[src/rtl/jtframe_mailbox_pkg.sv]
// Shared constants for the host/MCU mailbox: default widths and ovf bit positions.
package jtframe_mailbox_pkg;

  localparam int DW_DEF  = 8;
  localparam int AW_DEF  = 2;

  // Bit positions inside the two-bit sticky overflow vector
  localparam int OVF_H2M = 0;
  localparam int OVF_M2H = 1;

  // Number of entries held by one direction for a given address width
  function automatic int depth_of(input int aw);
    return 1 << aw;
  endfunction

endpackage

[src/rtl/jtframe_mailbox_fifo.sv]
// One direction of the mailbox: first-word-fall-through FIFO with a separate
// occupancy counter. Optional sticky overflow flag under JTFRAME_MAILBOX_OVF_EN.
module jtframe_mailbox_fifo
  import jtframe_mailbox_pkg::*;
#(
  parameter int DW = DW_DEF,
  parameter int AW = AW_DEF
) (
  input  logic          clk,
  input  logic          rst_n,
  input  logic          push,
  input  logic          pop,
  input  logic          clr,
  input  logic [DW-1:0] din,
  output logic [DW-1:0] dout,
  output logic [AW:0]   cnt,
  output logic          full,
`ifdef JTFRAME_MAILBOX_OVF_EN
  output logic          ovf,
`endif
  output logic          empty
);

  localparam int DEPTH = depth_of(AW);
  // AW=0 still needs a one-bit pointer; it simply never leaves zero
  localparam int PW = (AW > 0) ? AW : 1;
  localparam logic [PW-1:0] LAST_PTR = PW'(DEPTH - 1);
  localparam logic [AW:0]   FULL_CNT = (AW + 1)'(DEPTH);

  logic [DW-1:0] mem_reg [DEPTH];
  logic [PW-1:0] rd_ptr_reg;
  logic [PW-1:0] wr_ptr_reg;
  logic [AW:0]   cnt_reg;
  logic          do_push;
  logic          do_pop;

  assign full    = (cnt_reg == FULL_CNT);
  assign empty   = (cnt_reg == '0);
  assign cnt     = cnt_reg;
  assign dout    = mem_reg[rd_ptr_reg];
  // A push into a full FIFO only goes through when a pop frees a slot this cycle
  assign do_push = push & (~full | pop);
  // A pop on an empty FIFO is ignored, even if a push lands in the same cycle
  assign do_pop  = pop & ~empty;

  function automatic logic [PW-1:0] ptr_inc(input logic [PW-1:0] p);
    return (p == LAST_PTR) ? '0 : p + 1'b1;
  endfunction

  // Pointer and occupancy tracking; flush has priority over any operation
  always_ff @(posedge clk or negedge rst_n) begin
    if (!rst_n) begin
      rd_ptr_reg <= '0;
      wr_ptr_reg <= '0;
      cnt_reg    <= '0;
    end else if (clr) begin
      rd_ptr_reg <= '0;
      wr_ptr_reg <= '0;
      cnt_reg    <= '0;
    end else begin
      if (do_push) wr_ptr_reg <= ptr_inc(wr_ptr_reg);
      if (do_pop)  rd_ptr_reg <= ptr_inc(rd_ptr_reg);
      case ({do_push, do_pop})
        2'b10:   cnt_reg <= cnt_reg + 1'b1;
        2'b01:   cnt_reg <= cnt_reg - 1'b1;
        default: cnt_reg <= cnt_reg;
      endcase
    end
  end

  // Storage words; a flush keeps their contents, only reset zeroes them
  generate
    for (genvar gi = 0; gi < DEPTH; gi++) begin : g_mem
      always_ff @(posedge clk or negedge rst_n) begin
        if (!rst_n)
          mem_reg[gi] <= '0;
        else if (!clr && do_push && wr_ptr_reg == PW'(gi))
          mem_reg[gi] <= din;
      end
    end
  endgenerate

`ifdef JTFRAME_MAILBOX_OVF_EN
  logic ovf_reg;

  // Sticky record of a push dropped because the FIFO was full
  always_ff @(posedge clk or negedge rst_n) begin
    if (!rst_n)
      ovf_reg <= 1'b0;
    else if (clr)
      ovf_reg <= 1'b0;
    else if (push && full && !pop)
      ovf_reg <= 1'b1;
  end

  assign ovf = ovf_reg;
`endif

endmodule

[src/rtl/jtframe_mailbox.sv]
// Bidirectional host <-> MCU mailbox built from two independent FIFOs that
// share only the host flush. Define JTFRAME_MAILBOX_OVF_EN to add the ovf port.
module jtframe_mailbox
  import jtframe_mailbox_pkg::*;
#(
  parameter int DW = DW_DEF,
  parameter int AW = AW_DEF
) (
  input  logic          clk,
  input  logic          rst_n,
  input  logic          h_wr,
  input  logic [DW-1:0] h_din,
  input  logic          h_rd,
  output logic [DW-1:0] h_dout,
  input  logic          h_clr,
  input  logic          m_wr,
  input  logic [DW-1:0] m_din,
  input  logic          m_rd,
  output logic [DW-1:0] m_dout,
  output logic          mcu_irq,
  output logic          host_stn,
  output logic          h2m_full,
  output logic          m2h_full,
  output logic [AW:0]   h2m_cnt,
`ifdef JTFRAME_MAILBOX_OVF_EN
  output logic [1:0]    ovf,
`endif
  output logic [AW:0]   m2h_cnt
);

  logic h2m_empty;
  logic m2h_empty;

`ifdef JTFRAME_MAILBOX_OVF_EN
  logic h2m_ovf;
  logic m2h_ovf;

  assign ovf[OVF_H2M] = h2m_ovf;
  assign ovf[OVF_M2H] = m2h_ovf;
`endif

  // Host writes, MCU reads
  jtframe_mailbox_fifo #(.DW(DW), .AW(AW)) u_h2m (
    .clk   (clk),
    .rst_n (rst_n),
    .push  (h_wr),
    .pop   (m_rd),
    .clr   (h_clr),
    .din   (h_din),
    .dout  (m_dout),
    .cnt   (h2m_cnt),
    .full  (h2m_full),
`ifdef JTFRAME_MAILBOX_OVF_EN
    .ovf   (h2m_ovf),
`endif
    .empty (h2m_empty)
  );

  // MCU writes, host reads
  jtframe_mailbox_fifo #(.DW(DW), .AW(AW)) u_m2h (
    .clk   (clk),
    .rst_n (rst_n),
    .push  (m_wr),
    .pop   (h_rd),
    .clr   (h_clr),
    .din   (m_din),
    .dout  (h_dout),
    .cnt   (m2h_cnt),
    .full  (m2h_full),
`ifdef JTFRAME_MAILBOX_OVF_EN
    .ovf   (m2h_ovf),
`endif
    .empty (m2h_empty)
  );

  assign mcu_irq  = ~h2m_empty;
  assign host_stn = m2h_empty;

endmodule

[config.mk]
export PLATFORM = sky130hd
export DESIGN_NAME = jtframe_mailbox
export DESIGN_NICKNAME = d
export VERILOG_FILES = /design/src/rtl/jtframe_mailbox_pkg.sv /design/src/rtl/jtframe_mailbox_fifo.sv /design/src/rtl/jtframe_mailbox.sv
export SDC_FILE = /design/constraint.sdc
export NUM_CORES = 1
export LEC_CHECK = 0
export BUFFER_PORTS_ARGS = -buffer_cell sky130_fd_sc_hd__buf_4
export CORE_MARGIN = 1.5
export CORE_UTILIZATION = 40
export CTS_CLUSTER_SIZE = 30
export DETAILED_ROUTE_END_ITERATION = 8
export PLACE_DENSITY = 0.68
export SYNTH_ARGS = -nofsm -noshare
export SYNTH_HDL_FRONTEND = slang
export SYNTH_SLANG_ARGS = --single-unit
[constraint.sdc]
create_clock -name clk -period 2.6 [get_ports clk]
set_clock_uncertainty 0.1 [all_clocks]
set_input_delay 0.26 -clock clk [delete_from_list [all_inputs] [get_ports clk]]
set_output_delay 0.26 -clock clk [all_outputs]
set_load 0.01 [all_outputs]
## After elaboration in Yosys (flattened, before gate mapping)

Index checks and enable logic that the tools add are counted.

| storage, ports and cells | value |
|---|---|
| register bits after elaboration | 78 |
| output and inout bits | 26 |
| word-level logic and storage cells | 93 |

| cells by class | value |
|---|---|
| $add $sub $neg | 8 |
| $lt $le $gt $ge | 2 |
| equality and inequality tests | 14 |
| multiplexer cells | 22 |
| bitwise logic cells | 12 |
| reduce and logical (&&, ||, !) cells | 21 |

Operator list:

| kind | count |
|---|---|
| $bmux 8 s2 | 2 |
| $mux 8 | 4 |
| $mux 2 | 12 |
| $eq 2x2->1 const B | 8 |
| $pmux 3 s2 | 2 |
| $logic_and 1x1->1 | 10 |
| $add 2x1->2 const B | 4 |
| $eq 2x1->1 const B | 4 |
| $reduce_bool 2->1 | 4 |
| $add 3x1->3 const B | 2 |
| $eq 3x3->1 const B | 2 |
| $ge 3x3->1 const B | 2 |
| $logic_not 3->1 | 2 |
| $mux 3 | 2 |
| $not 2->3 | 2 |
| $reduce_bool 3->1 | 2 |
| $sub 3x1->3 const B | 2 |
| $and 1x1->1 | 4 |
| $logic_not 2->1 | 2 |
| $not 1->1 | 4 |
| $or 1x1->1 | 2 |
| $logic_not 1->1 | 1 |

## Longest topological paths before layout

| logic depth | value |
|---|---|
| depth in word-level cells | 7 |
| gate-level depth with buffers | 8 |

## Hierarchy

A second synthesis with hierarchy kept.

| second synthesis, totals | value |
|---|---|
| cell total of the unflattened synthesis | 285 |
| area, all modules | 3982.6 um^2 |

By module, submodules not included:

| module | times used | cells each | area an instance (um^2) | seq. area each (um^2) |
|---|---|---|---|---|
| jtframe_mailbox_fifo | 2 | 142 | 1989.4 | 975.9 |
| jtframe_mailbox | 1 | 1 | 3.8 | 0.0 |

## Worst setup path after synthesis

Ideal clock, no wire load.

| timing | value |
|---|---|
| kind | register to register |
| start | reg u_h2m.cnt_reg[2] (netlist: u_h2m.cnt[2]) |
| end | reg u_h2m.cnt_reg[2] (netlist: u_h2m.cnt[2]) |
| library setup time | 82 ps |
| data arrival time | 2379 ps |
| data required time | 2418 ps |
| path slack | 39 ps |
| cell stages (with the launch flop) | 8 |
| clock period less this slack | 2561 ps |
| cell sequence | dfrtp_1 > clkbuf_1 > o31ai_1 > nor2_1 > fa_1 > or3_1 > or3_1 > a31oi_1 |

| on the way | value |
|---|---|
| word-level cells in the longest chain between the ends | 7 |
| elaborated cells between the ends (all ways) | 14 |

RTL lines:

| element | line | source |
|---|---|---|
| start, declared | jtframe_mailbox_fifo.sv:33 | `logic [AW:0] cnt_reg;` |
| start signal, assigned | jtframe_mailbox_fifo.sv:64 | `2'b10: cnt_reg <= cnt_reg + 1'b1;` |
| start signal, assigned | jtframe_mailbox_fifo.sv:65 | `2'b01: cnt_reg <= cnt_reg - 1'b1;` |
| start signal, assigned | jtframe_mailbox_fifo.sv:66 | `default: cnt_reg <= cnt_reg;` |
| $eq 3x3->1 | jtframe_mailbox_fifo.sv:37 | `assign full = (cnt_reg == FULL_CNT);` |
| $not 1->1 | jtframe_mailbox_fifo.sv:42 | `assign do_push = push & (~full \| pop);` |
| $or 1x1->1 | jtframe_mailbox_fifo.sv:42 |  |
| $and 1x1->1 | jtframe_mailbox_fifo.sv:42 |  |
| $eq 2x1->1 / $eq 2x2->1 (equally long branches) | jtframe_mailbox_fifo.sv:63 | `case ({do_push, do_pop})` |
| $pmux 3 s2 | jtframe_mailbox_fifo.sv:63 |  |
| $mux 3 | jtframe_mailbox_fifo.sv:56 | `end else if (clr) begin` |

Several ways; a longest one is shown, not always the timed one.
A chain may end at the register's enable or synchronous reset.

## Worst setup path after layout

| timing | value |
|---|---|
| start | reg u_h2m.cnt_reg[1] (netlist: u_h2m.cnt[1]) |
| end | reg u_h2m.cnt_reg[2] (netlist: u_h2m.cnt[2]) |

Same word-level chain as after synthesis.

==> impl_metrics.env <==
export IMPL_initial_core_util_pct=41.3
export IMPL_htree_levels=3
export IMPL_row_count=35
export IMPL_first_global_vias=2389
export IMPL_power_density_cell_area_mw_per_mm2=837
export IMPL_clock_fmax_mhz=426
export IMPL_drt_iter0_markers=53
export IMPL_max_slew_margin_pct=58.7
export IMPL_sw_frac_of_total_pct=28.0
export IMPL_die_h_um=101
export IMPL_postSynthCellCount=276
export IMPL_ys_dominant_reg_cell="dfrtp_1"
export IMPL_ir_worst_vdd_mv=0.393
export IMPL_areaGrowthSynthToFinish_pct=19.2
export IMPL_synthDominantCellAreaShare_pct=50.9
export IMPL_ant_nets=0
export IMPL_cp_start_kind="flip-flop"
export IMPL_final_max_slew_violation_count=0
export IMPL_clk_insertion_delay_late_ns=0.34
export IMPL_yosysSeqAreaShare_pct=50.9
export IMPL_layout_drive_gt1_share_pct=46.5
export IMPL_io_pins=49
export IMPL_yosys_area_share_xor_xnor_pct=0.685
export IMPL_topRoutingLayerUsed="met4"
export IMPL_final_core_util_pct=49.3
export IMPL_final_common_cell="dfrtp_1"
export IMPL_finalCritPeriodShare_pct=90.2
export IMPL_power_static_leakage_uw=0.00206
export IMPL_clock_path_buffers=2
export IMPL_tritoncts="yes"
export IMPL_worst_slew_pin_transition_ns=0.620
export IMPL_number_of_enable_flip_flop_cells_after_synthesis=0
export IMPL_clk_root_buffer_cell="clkbuf_8"
export IMPL_postSynth_asyncResetShare_pct=100
export IMPL_grt_usage_pct=15.0
export IMPL_finalPower_uw=3830
export IMPL_routedWlPerCell_um=15.3
export IMPL_most_common_layout_cells="78 x dfrtp_1, 58 x mux2_2, 53 x buf_4, 16 x mux4_2, 14 x nor2_1"
export IMPL_drt_wl_total_um=7060
export IMPL_period_minus_slack_ns=2.35
export IMPL_detailroute_via_count=2374
export IMPL_design_die_area_mm2=0.0102
export IMPL_yosys_top_cells_area="dfrtp_1 51%, mux2_2 17%, mux4_2 9.4%"
export IMPL_cts_buffers=9
export IMPL_route_detailed_vias_per_inst=5.14
export IMPL_cts_sink_count=78
export IMPL_post_synth_instance_area_mm2=0.00383
export IMPL_synth_seq_cells=78
export IMPL_hold_worst_slack_ns=0.0531
export IMPL_post_synth_cell_area_avg_um2=13.9
export IMPL_final_hold_violation_count=0
export IMPL_design_final_nets=363
export IMPL_synth_largest_area_cell="dfrtp_1"
export IMPL_dominant_combinational_cell_family_by_area_after_synthesis="multiplexers"
export IMPL_ys_warn_count=0
export IMPL_wl_met3_um=355
export IMPL_post_synth_and_or_nand_nor_area_fraction_pct=7.31
export IMPL_drv_cap=0
export IMPL_dp_final_hpwl_um=4800
export IMPL_setup_viol_count_final=0
export IMPL_grt_pass1_wl_um=11800
export IMPL_post_synth_fa_ha_maj_area_fraction_pct=4.31
export IMPL_status="complete, no violations"
export IMPL_reg2reg_setup_slack_ns=0.25
export IMPL_synth_compound_area_share_pct=5.15
export IMPL_finalSetupTns_ns=0
export IMPL_dp_worst_setup_slack_ns=0.257
export IMPL_power_internal_uw=2760
export IMPL_hold_class="input pin to flip-flop"
export IMPL_power_clock_fraction_pct=24.2
export IMPL_route_layer_met1_wl_um=3010
export IMPL_design_core_area_mm2=0.00928
export IMPL_share_comb_of_total_power_pct=28.9
export IMPL_synth_fp_nets=311
export IMPL_diodes=0
export IMPL_final_critical_path_setup_slack_ns=0.254
export IMPL_drt_drc_violations_left=0
export IMPL_largest_net_degree_at_the_start_of_global_routing=79
export IMPL_worstSetupPathType="flip-flop to flip-flop"
export IMPL_antenna_found_initial=0
export IMPL_worst_ep_required_time_ns=2.76
export IMPL_io_buffer_count=48
export IMPL_drt_pass1_iter_count=4
export IMPL_synth_distinct_cells=41
export IMPL_critical_path_arrival_ns=2.51
export IMPL_cts_clk_slew_worst_paths_ns=0.08
export IMPL_setup_repair_after_global_routing_missed_its_margin="no"
export IMPL_detailroute_wirelength_met2_um=3660
export IMPL_crit_fanout=10
export IMPL_final_wtd_congestion=0.763
export IMPL_die_w_um=101
export IMPL_register_share_of_total_power_pct=46.9
export IMPL_muxShareOfSynthArea_pct=29.5
export IMPL_critical_path_endpoint_type="flip-flop"
export IMPL_global_route_overflow_total=0
export IMPL_power_switching_uw=1070
-- layout make-up --
class	instances	area [um2]
fill	854	4710
timing repair buffer	55	428
sequential	78	1950
clock inverter	4	53.8
clock buffer	12	155
multi-input combinational	178	1800
inverter	6	22.5
tap	129	161
-- worst paths after layout --
kind                                                    from                       endpoint  cells after the start
worst max-delay path                u_h2m.cnt[1]$_DFFE_PN0P_       u_h2m.cnt[2]$_DFFE_PN0P_                      6
worst min-delay path                                m_din[2]  u_m2h.mem_reg[18]$_DFFE_PN0P_                      2
worst max register to register      u_h2m.cnt[1]$_DFFE_PN0P_       u_h2m.cnt[2]$_DFFE_PN0P_                      6
worst min register to register  u_m2h.mem_reg[3]$_DFFE_PN0P_   u_m2h.mem_reg[3]$_DFFE_PN0P_                      1
max in group asynchronous                              rst_n  u_h2m.mem_reg[24]$_DFFE_PN0P_                      3
min in group asynchronous                              rst_n  u_m2h.mem_reg[28]$_DFFE_PN0P_                      3
-- per-layer routing --
layer,GRT usage (%),vias up
met4,3.21,0
met1,18.0,1195
li1,-,1123
met5,0,-
met2,26.4,52
met3,5.06,4
-- critical path, stage by stage (launching register included) --
cell and delay [ns]:
dfrtp_1 0.48, o31ai_1 0.31, nor2_1 0.09, fa_1 0.38
or3_1 0.40, or3_1 0.34, a31oi_1 0.18
-- power groups by stage --
stage / Sequential, uW / Clock, uW / Combinational [uW]
global route: 1850 / 1020 / 1210
detailed placement: 1830 / 0 / 1120
floorplan: 1720 / 0 / 790
CTS: 1800 / 965 / 1120
global placement: 1800 / 0 / 1090
finish: 1800 / 927 / 1110
-- kinds of logic after synthesis --
logic type	Yosys count
and+or+nand+nor	50
adders and majority gates	12
AOI/OAI and AO/OA	28
DFF	78
buffers and inverters	20
xor gates and xnor gates	3
muxes	85
-- cells in the mapped netlist, types with 2 or more instances --
cell type and n:
inv_1 6, mux2_2 58, nor3_1 6, nor2b_1 3, or3_1 4, ha_1 10
a21oi_1 8, a31oi_1 2, buf_2 6, dfrtp_1 78, nand2_2 8, mux2_1 6
fa_1 2, o21ai_0 5, mux2i_1 5, nand2_1 2, nor3b_1 3, clkbuf_1 8
mux4_2 16, xnor2_1 2, nor4b_1 2, nor2_1 14, nand3_1 2, o31ai_1 3
-- repair_timing --
action / 4_1_cts / 5_1_grt
buffers inserted: 0 / 0
endpoints found under the hold margin: 78 / 0
hold buffers: 1 / 0
resized for setup: 0 / 0
-- per-stage QoR --
step / instances / instance area (um2)
floorplan: 276 / 3830
global placement: 445 / 4350
detailed placement: 445 / 4350
CTS: 462 / 4570
global route: 462 / 4570
finish: 462 / 4570
(Power assumes the default switching activity.)
